===== src/rtl/compressor_tree_pipe_if.sv =====
// Operand-vector / carry-save-result handshake bundle for compressor_tree_pipe.
// slave: the reduction tree; master: the upstream/downstream side driving it.
interface compressor_tree_pipe_if #(
  parameter int NUM_IN = 6,
  parameter int WIDTH  = 16
);
  localparam int OUT_WIDTH = WIDTH + $clog2(NUM_IN);

  logic                    in_valid;
  logic                    in_ready;
  logic [NUM_IN*WIDTH-1:0] in_data;
  logic                    out_valid;
  logic                    out_ready;
  logic [OUT_WIDTH-1:0]    out_sum;
  logic [OUT_WIDTH-1:0]    out_carry;

  modport slave (
    input  in_valid, in_data, out_ready,
    output in_ready, out_valid, out_sum, out_carry
  );

  modport master (
    output in_valid, in_data, out_ready,
    input  in_ready, out_valid, out_sum, out_carry
  );
endinterface


===== src/rtl/compressor_tree_pipe.sv =====
// Pipelined 3:2 carry-save tree: NUM_IN operands -> sum/carry pair, register after every PIPE_EVERY levels.
// Latency ceil(LEVELS/PIPE_EVERY) cycles (+1 with COMPRESSOR_FINAL_ADD_EN); global stall, in_ready = !out_valid || out_ready.
module compressor_tree_pipe #(
  parameter int NUM_IN     = 6,
  parameter int WIDTH      = 16,
  parameter int PIPE_EVERY = 1
) (
  input  logic                  clk,
  input  logic                  rst_n,
  compressor_tree_pipe_if.slave bus
);

  localparam int OUT_WIDTH = WIDTH + $clog2(NUM_IN);

  function automatic int rows_after(input int lvls);
    int n;
    n = NUM_IN;
    for (int i = 0; i < lvls; i++) n = 2 * (n / 3) + (n % 3);
    return n;
  endfunction

  function automatic int count_levels(input int n0);
    int n;
    int c;
    n = n0;
    c = 0;
    while (n > 2) begin
      n = 2 * (n / 3) + (n % 3);
      c++;
    end
    return c;
  endfunction

  localparam int LEVELS = count_levels(NUM_IN);

  // Every stage moves together; a stalled output freezes the whole pipe.
  logic adv;
  assign adv          = !bus.out_valid || bus.out_ready;
  assign bus.in_ready = adv;

  for (genvar l = 0; l < LEVELS; l++) begin : g_lvl
    localparam int NI = rows_after(l);
    localparam int NT = NI / 3;
    localparam int NO = 2 * NT + (NI % 3);

    logic [OUT_WIDTH-1:0] src [NI];
    logic [OUT_WIDTH-1:0] nxt [NO];
    logic [OUT_WIDTH-1:0] dst [NO];
    logic                 src_vld;
    logic                 dst_vld;

    if (l == 0) begin : g_src_in
      for (genvar r = 0; r < NUM_IN; r++) begin : g_row
        assign src[r] = {{(OUT_WIDTH-WIDTH){1'b0}}, bus.in_data[r*WIDTH +: WIDTH]};
      end
      assign src_vld = bus.in_valid;
    end else begin : g_src_prev
      assign src     = g_lvl[l-1].dst;
      assign src_vld = g_lvl[l-1].dst_vld;
    end

    // Triples from row 0 upward; carry lands one bit up, the top carry falls off.
    for (genvar t = 0; t < NT; t++) begin : g_csa
      assign nxt[2*t]   = src[3*t] ^ src[3*t+1] ^ src[3*t+2];
      assign nxt[2*t+1] = ((src[3*t]   & src[3*t+1]) |
                           (src[3*t]   & src[3*t+2]) |
                           (src[3*t+1] & src[3*t+2])) << 1;
    end

    for (genvar r = 3 * NT; r < NI; r++) begin : g_pass
      assign nxt[2*NT + r - 3*NT] = src[r];
    end

    if (((l + 1) % PIPE_EVERY == 0) || (l == LEVELS - 1)) begin : g_reg
      always_ff @(posedge clk or negedge rst_n) begin
        if (!rst_n) begin
          dst_vld <= 1'b0;
          dst     <= '{default: '0};
        end else if (adv) begin
          dst_vld <= src_vld;
          dst     <= nxt;
        end
      end
    end else begin : g_comb
      assign dst     = nxt;
      assign dst_vld = src_vld;
    end
  end

`ifdef COMPRESSOR_FINAL_ADD_EN
  logic                 fa_vld;
  logic [OUT_WIDTH-1:0] fa_sum;

  always_ff @(posedge clk or negedge rst_n) begin
    if (!rst_n) begin
      fa_vld <= 1'b0;
      fa_sum <= '0;
    end else if (adv) begin
      fa_vld <= g_lvl[LEVELS-1].dst_vld;
      fa_sum <= g_lvl[LEVELS-1].dst[0] + g_lvl[LEVELS-1].dst[1];
    end
  end

  assign bus.out_valid = fa_vld;
  assign bus.out_sum   = fa_sum;
  assign bus.out_carry = '0;
`else
  assign bus.out_valid = g_lvl[LEVELS-1].dst_vld;
  assign bus.out_sum   = g_lvl[LEVELS-1].dst[0];
  assign bus.out_carry = g_lvl[LEVELS-1].dst[1];
`endif

endmodule


===== src/flat_wrapper.sv =====
// flat-port wrapper written by rule: the top's interface ports become plain ports
module compressor_tree_pipe_flat 
#(
  parameter int NUM_IN     = 6,
  parameter int WIDTH      = 16,
  parameter int PIPE_EVERY = 1
)
  (clk, rst_n, bus_in_valid, bus_in_data, bus_out_ready, bus_in_ready, bus_out_valid, bus_out_sum, bus_out_carry);
  compressor_tree_pipe_if #(.NUM_IN(NUM_IN), .WIDTH(WIDTH)) bus_i ();
  input  logic clk;
  input  logic rst_n;
  input wire logic [$bits(bus_i.in_valid)-1:0] bus_in_valid;
  input wire logic [$bits(bus_i.in_data)-1:0] bus_in_data;
  input wire logic [$bits(bus_i.out_ready)-1:0] bus_out_ready;
  output wire logic [$bits(bus_i.in_ready)-1:0] bus_in_ready;
  output wire logic [$bits(bus_i.out_valid)-1:0] bus_out_valid;
  output wire logic [$bits(bus_i.out_sum)-1:0] bus_out_sum;
  output wire logic [$bits(bus_i.out_carry)-1:0] bus_out_carry;
  assign bus_i.in_valid = bus_in_valid;
  assign bus_i.in_data = bus_in_data;
  assign bus_i.out_ready = bus_out_ready;
  assign bus_in_ready = bus_i.in_ready;
  assign bus_out_valid = bus_i.out_valid;
  assign bus_out_sum = bus_i.out_sum;
  assign bus_out_carry = bus_i.out_carry;
  compressor_tree_pipe #(.NUM_IN(NUM_IN), .WIDTH(WIDTH), .PIPE_EVERY(PIPE_EVERY)) u_core (.clk(clk), .rst_n(rst_n), .bus(bus_i));
endmodule

===== config.mk =====
export PLATFORM = sky130hd
export DESIGN_NAME = compressor_tree_pipe_flat
export DESIGN_NICKNAME = d
export VERILOG_FILES = /design/src/rtl/compressor_tree_pipe_if.sv /design/src/rtl/compressor_tree_pipe.sv /design/src/flat_wrapper.sv
export SDC_FILE = /design/constraint.sdc
export NUM_CORES = 1
export LEC_CHECK = 0
export ABC_AREA = 1
export CAP_MARGIN = 20
export CORE_MARGIN = 1.5
export CORE_UTILIZATION = 47
export CTS_CLUSTER_DIAMETER = 60
export DETAILED_ROUTE_END_ITERATION = 8
export PLACE_DENSITY = 0.76
export SYNTH_ARGS = -nofsm -noshare
export SYNTH_HDL_FRONTEND = slang
export SYNTH_SLANG_ARGS = --single-unit

===== constraint.sdc =====
create_clock -name clk -period 1.1 [get_ports clk]
set_input_delay 0.11 -clock clk [delete_from_list [all_inputs] [get_ports clk]]
set_output_delay 0.11 -clock clk [all_outputs]
set_load 0.02 [all_outputs]

* Word-level counts from Yosys, hierarchy flattened *
Cells that the tools add are included.

storage, ports and cells
  flip-flop bits (word level) = 169
  memory bits (writable) = 0
  memories kept = 0
  logic and storage cells = 42
  bits in read-only memories = 0
  bits in latches = 0
  input port bits = 100

cells by class
  reductions and logical operators = 2
  muxes and demuxes = 0
  magnitude comparators = 0
  div/mod/pow operators = 0
  shift-type cells = 0
  eq/ne operators = 0
  $mul = 0
  bitwise operators = 28
  add/sub/neg operators = 0

operators by type and width
  cell              number
  $or 18x18->18     8
  $and 18x18->18    6
  $and 16x16->16    6
  $xor 19x19->19    4
  $xor 19x16->19    2
  $xor 16x16->16    2
  $logic_not 1->1   1
  $logic_or 1x1->1  1

* Logic depth before layout (Yosys ltp) *
Gate-level depths: netlist of the first run.

  depth after elaboration = 3
  depth in mapped cells = 6

* Worst setup path before layout of the first run *
No wires, ideal clock.

  path kind = reg-to-reg
  from = reg u_core.g_lvl[2].dst_vld, in the netlist u_core.bus.out_valid
  to = reg u_core.g_lvl[2].dst (netlist bit u_core.bus.out_carry[10])
  arrival = 1042 ps
  stages on the path, launching flop included = 6
  required time = 983 ps
  buffers on the path = 3
  library setup time = 117 ps
  slack = -58 ps
  cells stage by stage = dfrtp_1 -> buf_4 -> buf_4 -> buf_4 -> nand3_1 -> nand2_1

between the ends
  longest elaborated chain between the ends = 2

RTL lines
  what                    line                        source
  start, declared         compressor_tree_pipe.sv:50  logic dst_vld;
  start signal, assigned  compressor_tree_pipe.sv:80  dst_vld <= src_vld;
  $logic_not 1->1         compressor_tree_pipe.sv:38  assign adv = !bus.out_valid || bus.out_ready;
  $logic_or 1x1->1        compressor_tree_pipe.sv:38
  end signal, assigned    compressor_tree_pipe.sv:81  dst <= nxt;
  end, declared           compressor_tree_pipe.sv:48  logic [OUT_WIDTH-1:0] dst [NO];

Every way passes these cells.
A chain may end at the register's enable or synchronous reset.

* Worst setup path in the final report of the first run *
  from = reg u_core.g_lvl[2].dst_vld, in the netlist u_core.bus.out_valid
  to = out bus_out_valid

RTL lines
  what           line                source
  end, declared  flat_wrapper.sv:16  output wire logic [$bits(bus_i.out_valid)-1:0] bus_out_valid;

No word-level cell between the ends.

==> results.sh, run 1 <==
export IMPL_critPathCaptureType="primary output"
export IMPL_synth_edf_count=0
export IMPL_clk_latency_ps=420
export IMPL_rsz0062_at_grt="yes"
export IMPL_syn_area_per_cell_sq_um=10.2
export IMPL_final_util_pct=72.3
export IMPL_p_seq_share_pct=32.4
export IMPL_startpoint="u_core.bus.out_valid$_DFFE_PN0P_"
export IMPL_h_tree_depth=4
export IMPL_finClkSkew_ps=10.3
export IMPL_wl_um=22400
export IMPL_layout_nets=1054
export IMPL_crit_required_ps=990
export IMPL_initial_core_util_pct=48.0
export IMPL_power_mw=29.3
export IMPL_diodes=0
export IMPL_crit_top_cell="buf_6"
export IMPL_violations="negative setup slack"
export IMPL_power_density_nw_per_um2=2670
export IMPL_arrival_ps=1240
export IMPL_yosysWarnings=0
export IMPL_via_count=6241
export IMPL_grt_ovfl_total=0
export IMPL_die_h_um=127
export IMPL_p_int_mw=17.6
export IMPL_holdWs_ps=144
export IMPL_grt_pass1_wl_um=31800
export IMPL_fmax_ghz=0.740
export IMPL_timing_final_ws_setup_ps=-252
export IMPL_cts_root_buf="clkbuf_16"
export IMPL_ys_ff_latch=149
export IMPL_layout_drive_gt1_share_pct=35.7
export IMPL_tritoncts="yes"
export IMPL_criticalPathCategory="reg2out"
export IMPL_cpPeakStageDelay_ps=550
export IMPL_syn_cell_area_sq_um=7270
export IMPL_p_sw_share_pct=39.9
export IMPL_path_max_fanout=4
export IMPL_async_flop_share_pct=100
export IMPL_firstDrtPassIters=5
export IMPL_crit_path_top_delay_cell="dfrtp_4"
export IMPL_vias_per_cell=5.72
export IMPL_slew_violations=0
export IMPL_synthTopCellsByCount="297 x nand2_1, 149 x dfrtp_1, 148 x nand3_1, 63 x fa_1, 22 x buf_4"
export IMPL_ant_nets=0
export IMPL_clock_sinks=149
export IMPL_netlist_instances=716
export IMPL_hp_class="in2async"
export IMPL_grt_usage_pct=25.5
export IMPL_synth_top_area_cell="dfrtp_1"
export IMPL_peakVddDrop_mv=1.56
export IMPL_layout_worst_path_cycle_share_pct=123
export IMPL_dp_hpwl_um=11200
export IMPL_status="finished, violations left"
export IMPL_synth_most_common_cell="nand2_1"
export IMPL_switching_power_mw=11.7
export IMPL_post_route_drc_count=0
export IMPL_start_kind="flop"
export IMPL_path_delay_family="flip-flops"
export IMPL_rows=45
export IMPL_reg2reg_from="u_core.bus.out_valid$_DFFE_PN0P_"
export IMPL_io_pins=140
export IMPL_first_global_vias=6120
export IMPL_worstPathCellList="buf_6, buf_6"
export IMPL_synthToLayoutAreaGrowth_pct=50.5
export IMPL_ys_top_cells_by_area="dfrtp_1 51%, fa_1 17%, nand2_1 15%"
export IMPL_grt_max_degree=59
export IMPL_routedWlPerCell_um=20.6
export IMPL_hold_viol_final=0
export IMPL_port_buffer_count=134
export IMPL_finalCriticalPeriod_ps=1350
export IMPL_dpl_worst_slack_ps=-389
export IMPL_antenna_found_initial=0
export IMPL_p_leak_nw=5.27
export IMPL_drtIter0Drc=670
export IMPL_cts_made_buffers=17
export IMPL_crit_buf_inv=2
export IMPL_dieWidth_um=127
export IMPL_p_clk_share_pct=19.7
export IMPL_synth_main_ff_cell="dfrtp_1"
export IMPL_drv_cap=0
export IMPL_cts_buffer_depth=2
export IMPL_setup_viol=151
export IMPL_yosysTopAreaCellShare_pct=51.3
export IMPL_ys_seq_area_share_pct=51.3
export IMPL_place_congestion=0.898
export IMPL_clk_pin_slew_worst_paths_ps=60
export IMPL_dieArea_sq_um=16200
export IMPL_synth_cell_type_count=13
export IMPL_core_sq_um=15100
export IMPL_p_comb_share_pct=47.8
==> repair_timing <==
| item | CTS | global route |
|---|---|---|
| cloned | 14 | 3 |
| hold endpoints to repair | 149 | 0 |
| setup buffers | 11 | 17 |
| endpoints found under the setup margin | 173 | 170 |
| hold buffers | 1 | 0 |
| pin swaps | 5 | 10 |
| gates resized for setup | 198 | 231 |
==> registers in the layout, summed over array words and instances (netlist names) <==
signal                cells
u_core.bus.out_carry     16
u_core.bus.out_valid      1
u_core.g_lvl.dst        113
u_core.bus.out_sum       17
u_core.g_lvl.dst_vld      2
==> layout make-up <==
cell class	count	area (sq um)
Tap cell	188	235
Fill cell	889	4200
Clock buffer	23	498
Inverter	2	10.0
Multi-Input combinational cell	515	4010
Sequential cell	149	3730
Timing Repair Buffer	205	2370
Clock inverter	9	92.6
==> worst register-to-register path: stages (launching register included) <==
cell and delay (ps):
dfrtp_4 550, nand2_8 130, buf_12 140, buf_8 140, buf_16 160, nand2_4 70, nand2_2 70
==> cell families (layout without fill, tap and decap cells) <==
group	Yosys count	in the layout	synth area share, %
AND/OR/NAND/NOR	446	446	25.7
other	1	5	0.0516
buffers and inverters	56	239	5.49
flip-flops	149	149	51.3
adder cells (fa/ha/maj)	64	64	17.5
==> path summary, 6_finish.rpt <==
| path | endpoint | cells after the start | slack [ps] |
|---|---|---|---|
| hold reg to reg | u_core.bus.out_valid$_DFFE_PN0P_ | 2 | 500 |
| setup / recovery | bus_out_valid | 2 | -250 |
| min in group clk | u_core.g_lvl[0].dst_vld$_DFFE_PN0P_ | 3 | 300 |
| hold / removal | u_core.bus.out_carry[16]$_DFFE_PN0P_ | 2 | 140 |
| max in group asynchronous | u_core.g_lvl[1].dst[6]$_DFFE_PN0P_ | 3 | 390 |
| setup reg to reg | u_core.g_lvl[1].dst[53]$_DFFE_PN0P_ | 6 | -220 |
==> layout by cell type, fill, tap and decap left out, types with 2 or more instances in the layout <==
cell type,netlist,layout
clkdlybuf4s50_1,0,98
buf_12,0,19
nand2_2,0,104
dfrtp_1,149,148
buf_8,0,3
clkinv_4,0,2
conb_1,1,5
buf_6,11,11
nand2_4,1,77
clkbuf_8,0,5
clkinvlp_4,0,3
buf_4,22,44
nand3_1,148,148
buf_2,19,13
fa_1,63,62
buf_16,0,13
clkbuf_16,0,20
inv_6,0,2
nand2_1,297,116
==> stage by stage <==
step | setup TNS, ps | cell area (sq um) | std cells
2_1_floorplan | -2060 | 7290 | 720
3_3_place_gp | -37280 | 8770 | 1016
3_5_place_dp | -35300 | 8770 | 1016
4_1_cts | -18990 | 10000 | 1074
5_1_grt | -24370 | 10900 | 1091
6_report | -21250 | 10900 | 1091
==> metal layers <==
| layer | track usage, % | wire, um | vias to the layer above |
|---|---|---|---|
| met5 | 0 | 0 | - |
| met4 | 9.16 | 718 | 0 |
| met3 | 5.65 | 1930 | 64 |
| met2 | 41.0 | 11300 | 423 |
| met1 | 34.5 | 8530 | 3121 |
| li1 | - | - | 2633 |
==> power by group through the flow <==
stage          Sequential, mW  Combinational [mW]  Clock [mW]
2_1_floorplan            9.69                4.69           0
3_3_place_gp             9.27                8.28           0
3_5_place_dp             9.32                8.51           0
4_1_cts                  9.28                10.3        5.69
5_1_grt                  9.71                14.8        6.04
6_report                 9.49                14.0        5.78
Note: power is estimated with default switching activity, not from simulation.
==> run 2: changes to the inputs <==
Settings changed: CTS_CLUSTER_DIAMETER 60 to unset.
==> results of run 2 <==
Same layout as run 1: the final DEF is identical, and so are final timing and power.
==> run 3: changes to the inputs <==
Settings changed: SLEW_MARGIN set to 20.
==> results of run 3 <==
Same layout as run 1: the final DEF is identical, and so are final timing and power.
